$ cat config.mk
export PLATFORM = sky130hd
export DESIGN_NAME = ldl_round_wrr
export DESIGN_NICKNAME = d
export VERILOG_FILES = /design/src/rtl/ldl_round_wrr.sv
export SDC_FILE = /design/constraint.sdc
export NUM_CORES = 1
export LEC_CHECK = 0
export CORE_UTILIZATION = 47
export DETAILED_ROUTE_END_ITERATION = 10
export PLACE_DENSITY = 0.68
export SKIP_CTS_REPAIR_TIMING = 1
export SLEW_MARGIN = 20
export SYNTH_ARGS = -nofsm -noshare
export SYNTH_HDL_FRONTEND = slang
export SYNTH_SLANG_ARGS = --single-unit
$ cat constraint.sdc
create_clock -name clk -period 13.9 [get_ports clk]
set_input_delay 2.78 -clock clk [delete_from_list [all_inputs] [get_ports clk]]
set_output_delay 2.78 -clock clk [all_outputs]
set_load 0.1 [all_outputs]
$ cat src/rtl/ldl_round_wrr.sv
// Weighted round-robin arbiter: holds a grant for up to weight[owner] accepted beats, then rotates.
// Latency: ack 1 cycle after a request in IDLE; handover to the next requester has no bubble.
// Backpressure: ready=0 freezes owner and credit; xfer = ack & ready is the accepted-beat strobe.
module ldl_round_wrr #(
  parameter int REQ_NUM   = 5,
  parameter int BIN_WIDTH = $clog2(REQ_NUM),
  parameter int WGT_WIDTH = 4
) (
  input  logic                           clk,
  input  logic                           rst_n,
  input  logic [REQ_NUM-1:0]             req,
  input  logic [REQ_NUM*WGT_WIDTH-1:0]   weight,
  input  logic                           ready,
  output logic                           ack,
  output logic [BIN_WIDTH-1:0]           bin,
  output logic [REQ_NUM-1:0]             hot,
  output logic                           xfer
);

  typedef enum logic {IDLE, GRANT} state_t;

  // One extra bit so start+offset never overflows before the wrap subtraction.
  localparam logic [BIN_WIDTH:0]   REQ_NUM_W = (BIN_WIDTH+1)'(REQ_NUM);
  localparam logic [BIN_WIDTH-1:0] LAST_IDX  = BIN_WIDTH'(REQ_NUM-1);

  state_t                 state;
  logic [BIN_WIDTH-1:0]   owner;
  logic [BIN_WIDTH-1:0]   ptr;
  logic [WGT_WIDTH-1:0]   credit;

  logic [WGT_WIDTH-1:0]   eff_w [REQ_NUM];
  logic [BIN_WIDTH-1:0]   ptr_nxt;
  logic                   idle_found;
  logic [BIN_WIDTH-1:0]   idle_win;
  logic                   rel_found;
  logic [BIN_WIDTH-1:0]   rel_win;
  logic                   rel_now;

  // A zero weight would starve the grant, so it is promoted to a single beat.
  for (genvar i = 0; i < REQ_NUM; i++) begin : g_wgt
    assign eff_w[i] = (weight[i*WGT_WIDTH +: WGT_WIDTH] == '0) ? WGT_WIDTH'(1)
                                                              : weight[i*WGT_WIDTH +: WGT_WIDTH];
  end

  // First set request scanning upward from start, wrapping at REQ_NUM-1 (never through unused codes).
  function automatic logic [BIN_WIDTH:0] scan(input logic [BIN_WIDTH-1:0] start,
                                              input logic [REQ_NUM-1:0]   r);
    logic                 found;
    logic [BIN_WIDTH-1:0] win;
    logic [BIN_WIDTH:0]   pos;
    found = 1'b0;
    win   = '0;
    for (int k = 0; k < REQ_NUM; k++) begin
      pos = {1'b0, start} + (BIN_WIDTH+1)'(k);
      if (pos >= REQ_NUM_W) pos = pos - REQ_NUM_W;
      if (!found && r[pos[BIN_WIDTH-1:0]]) begin
        found = 1'b1;
        win   = pos[BIN_WIDTH-1:0];
      end
    end
    return {found, win};
  endfunction

  // Output decode: the grant is only visible while the owner still requests.
  always_comb begin
    ack        = (state == GRANT) && req[owner];
    xfer       = ack && ready;
    bin        = ack ? owner : '0;
    hot        = '0;
    hot[owner] = ack;
  end

  // Arbitration candidates: from ptr when idle, from owner+1 at release (owner ends up last).
  always_comb begin
    ptr_nxt                 = (owner == LAST_IDX) ? '0 : owner + BIN_WIDTH'(1);
    {idle_found, idle_win}  = scan(ptr, req);
    {rel_found, rel_win}    = scan(ptr_nxt, req);
    rel_now                 = (state == GRANT) &&
                              ((xfer && (credit == WGT_WIDTH'(1))) || !req[owner]);
  end

  // Grant FSM: take a grant, spend credit on accepted beats, hand over without a bubble.
  always_ff @(posedge clk or negedge rst_n) begin
    if (!rst_n) begin
      state  <= IDLE;
      owner  <= '0;
      ptr    <= '0;
      credit <= '0;
    end else begin
      case (state)
        IDLE: begin
          if (idle_found) begin
            state  <= GRANT;
            owner  <= idle_win;
            credit <= eff_w[idle_win];
          end
        end
        GRANT: begin
          if (rel_now) begin
            ptr <= ptr_nxt;
            if (rel_found) begin
              owner  <= rel_win;
              credit <= eff_w[rel_win];
            end else begin
              state <= IDLE;
            end
          end else if (xfer) begin
            credit <= credit - WGT_WIDTH'(1);
          end
        end
      endcase
    end
  end

endmodule
### After elaboration in Yosys (flattened, before gate mapping)

Index checks and enable logic that the tools add are counted.

* $add $sub $neg: 20
* magnitude comparators: 24
* equal/unequal tests: 7
* mux-type cells: 80
* bitwise logic cells: 4
* reductions and logical operators: 31

Operator list (number)
* 3-bit two-way mux: 25
* 4-bit two-way mux: 13
* 3-bit by 4-bit less-than comparator with 1-bit output, second input constant: 11
* 1-bit binary-select mux with 3-bit select: 11
* 4-bit by 3-bit >= comparator with 1-bit output, second input constant: 8
* 3-bit subtractor, second input constant: 10
* 1-bit two-way mux: 25
* 4-bit binary-select mux with 3-bit select: 2
* 4-bit zero test: 5
* 3-bit by 2-bit adder with 4-bit output, second input constant: 4
* 1-bit logical AND: 13
* 1-bit zero test: 9
* 3-bit by 1-bit adder with 4-bit output, second input constant: 2
* 3-bit by 3-bit adder with 4-bit output, second input constant: 2
* 4-bit >= comparator, second input constant: 2
* 3-bit NOT with 4-bit output: 2
* 4-bit one-hot mux with 2 select lines: 1
* 3-bit >= comparator, second input constant: 2
* 3-bit one-hot mux with 2 select lines: 1
* 3-bit AND reduction: 2
* 5-bit AND: 1
* 4-bit by 1-bit == test with 1-bit output, second input constant: 1
* 2-bit by 1-bit inequality test with 1-bit output, second input constant: 2
* 4-bit by 1-bit subtractor with 4-bit output, second input constant: 1
* other kinds (11): 11

* bits in registers: 11
* input bits: 28
* output and inout bits: 10

### Depth between registers and ports, before layout

* depth after elaboration: 26
* depth in mapped cells: 19
* depth with buffers taken out: 17

### Worst setup path before layout

No wires, ideal clock.

* path kind: input-to-output
* start: input port req[1]
* end: output port hot[1]
* data arrival time: 7.396 ns
* path slack: 3.724 ns
* stages: 8
* buffers on the path: 2
* path through: clkbuf_1 -> clkbuf_1 -> mux2i_1 -> o2bb2ai_1 -> a22oi_1 -> nor2_1 -> nand2_1 -> nor3_1

* word-level cells in the longest chain between the ends: 4

RTL lines
* start: declaration: line 11 `input logic [REQ_NUM-1:0] req,`
* 1-bit binary-select mux with 3-bit select: line 66 `ack = (state == GRANT) && req[owner];`
* 1-bit two-way mux (implied by the code): line 66
* 1-bit logical AND: line 66
* named net ack: line 14 `output logic ack,`
* 5-bit AND (no source line)
* end: declaration: line 16 `output logic [REQ_NUM-1:0] hot,`

The timed path passes the listed nets, and every way through them passes these cells. The select of a mux whose other input is x is not followed.

### Worst setup path in the final report

* start: input port req[2]
* end: output port hot[3]

* word-level cells in the longest chain between the ends: 4

RTL lines (line)
* 1-bit binary-select mux with 3-bit select: 66
* 1-bit two-way mux (implied by the code): 66
* 1-bit logical AND: 66
* 5-bit AND (no source line)

No other way between the ends. The select of a mux whose other input is x is not followed.

==> results_dict.tcl <==
set metrics [dict create \
    clock-sinks 11 \
    setup_violations 0 \
    cp_data_arrival_time_ps 6080 \
    max_stage_delay_ps 1180 \
    ys_seq_area_share_pct 7.55 \
    async_reset_ff_share_pct 100 \
    die_w_um 90.1 \
    gr-total-overflow 0 \
    boundaryPins 38 \
    synth_fp_nets 527 \
    cpMaxStageDelayCell "clkdlybuf4s50_1" \
    final.setup.tns_ps 0 \
    worstSetupEndpointType "output port" \
    synth_area_leaders "dfrtp_1 (7.5%), ha_1 (6.9%), mux2i_1 (5.5%), a21oi_1 (4.0%), nand2_1 (3.4%)" \
    vias_per_cell 6.72 \
    synth_edf_count 0 \
    initial_utilization_pct 49.5 \
    ys.flop_type "dfrtp_1" \
    place.detailed.hpwl_mm 8.68 \
    synthTopCellsByCount "nand2_1 (33), nor2_1 (33), a21oi_1 (29), inv_1 (27)" \
    finalWeightedCongestion 1.02 \
    rsz0062_at_grt "false" \
    holdWs_ps 623 \
    worstHoldPathType "flop to flop" \
    synth_xor_area_share_pct 1.44 \
    synth_compound_area_share_pct 36.1 \
    tritoncts "yes" \
    numCtsBuffers 3 \
    synth_cells 478 \
    slew_violations 0 \
    synth.distinct_cells 99 \
    routed_wl_mm 11.3 \
    die_h_um 90.1 \
    layout-drive-gt1-share_pct 11.0 \
    synth_fa_ha_area_share_pct 7.41 \
    cts_root_buf "clkbuf_8" \
    path_max_fanout 14 \
    grt_max_degree 31 \
    area_growth_pct 10.8 \
    synth_area_per_cell_um2 7.63 \
    path_cells "clkdlybuf4s50_1 -> inv_1 -> o31ai_1 -> a22oi_1 -> nor2_1 -> nand2_1 -> nor3_1 -> clkdlybuf4s50_1" \
    worst_pin_slew_ps 1010 \
    grt_pass1_wl_mm 18.3 \
    drc 0 \
    num-nets-final 542 \
    synth_mux_area_share_pct 12.0 \
    fin_crit_ps 8860 \
    die_area_mm2 0.00811 \
    grt_pass1_vias 3652 \
    track_usage_pct 27.2 \
    first_pass_iters 5 \
    synth_top_family_by_area "compound AO/OA/AOI/OAI gates" \
    worst_ep_required_time_ps 11120 \
    synth_top_area_share_pct 7.55 \
    path_common_cell "clkdlybuf4s50_1" \
    cap_violations 0 \
    clkTransAtPathRegs_ps 50 \
    max_clock_freq_mhz 113 \
    port_buffers 37 \
    drt_iter0_drc 300 \
    hold_depth 1 \
    relSlewSlack_pct 32.2 \
    worstSetupStartpointType "input port" \
    status "complete, no violations" \
    yosys.area_share.simple_pct 28.2 \
    wl_per_cell_um 19.1 \
    h-tree-depth 1 \
    rr_worst_depth 16 \
    rows 31 \
    diodes 0 \
    finalClockSkew_ps 2.44 \
    yosys_register_bits 11 \
    yosys.area.top_type "dfrtp_1" \
    min_period_over_period_pct 63.7 \
    core-area_mm2 0.00737 \
    finalHoldViolCount 0 \
    grt_antenna_before_repair 0 \
    ant_nets 0 \
    synth_area_mm2 0.00365 \
    yosysWarnings 0 \
    cts_buffer_depth 2 \
    num_vias 3973 \
    criticalPathCategory "input port to output port" \
    insertion_delay_ps 250 \
]
-- registers in the layout (all words and copies together) (netlist names) --
| register | count |
|---|---|
| credit | 4 |
| owner | 3 |
| ptr | 3 |
| state | 1 |
-- critical path: cells and delay by family --
family          cells  cell delay, ps
compound gates      2             510
buf+inv             3            2170
simple gates        3             610
-- worst paths after layout --
| path | start | endpoint | slack [ps] |
|---|---|---|---|
| hold / removal | credit[0] | credit[0] | 620 |
| max in group asynchronous | rst_n | ptr[1] | 10650 |
| hold reg to reg | credit[0] | credit[0] | 620 |
| min in group asynchronous | rst_n | credit[2] | 2890 |
| setup reg to reg | owner[0] | credit[0] | 8480 |
| setup / recovery | req[2] | hot[3] | 5040 |
-- per-layer routing --
metal  global-route usage [%]  vias up  wire length [um]
met5                        0        -                 0
met4                     10.3        0               280
met3                     3.72       22               965
met2                     43.0      204              5100
met1                     37.4     1868              4950
li1                         -     1879                 -
-- cell type report --
type                       instances  area, um^2
clock buffer                       4        45.0
fill                             724        3330
inverter                          30         115
multi-input combinational        409        3100
sequential                        11         275
tap                               99         124
timing repair buffer              38         378
-- cells in the final DEF (no fill, tap or decap), drive strengths merged, types with 4 or more instances in the layout --
cell,instances
mux2,10
inv,30
o31ai,4
o221ai,4
a221oi,4
and2,8
and3,9
a21o,5
ha,20
o21ai,29
o32a,4
clkdlybuf4s50,37
nor3,18
xnor2,6
a31oi,5
o311ai,4
nand4,5
nor2,34
mux4,5
a211oi,14
nand3,15
o211ai,9
or2,10
nand2b,11
nand2,34
mux2i,20
a21boi,4
clkbuf,4
nor2b,12
a21oi,30
dfrtp,11
or3,4
a22oi,4
-- cell families after synthesis --
| group | Yosys count |
|---|---|
| flip-flops | 11 |
| AO/OA/AOI/OAI | 163 |
| multiplexers | 35 |
| XOR/XNOR | 6 |
| adder cells (fa/ha/maj) | 21 |
| AND/OR/NAND/NOR | 184 |
| buffers and inverters | 58 |
-- through the flow --
stage	setup slack (ps)	instances	cell area [um^2]	util, %
2_1_floorplan	3720	478	3650	-
3_3_place_gp	5170	587	4000	54.2
3_5_place_dp	5080	587	4000	54.2
4_1_cts	5070	591	4040	54.8
5_1_grt	4790	591	4040	54.8
6_report	5040	591	4040	54.8
Power is not shown: default switching activity piles up to over one toggle a cycle in this logic, so the estimate is an artifact.
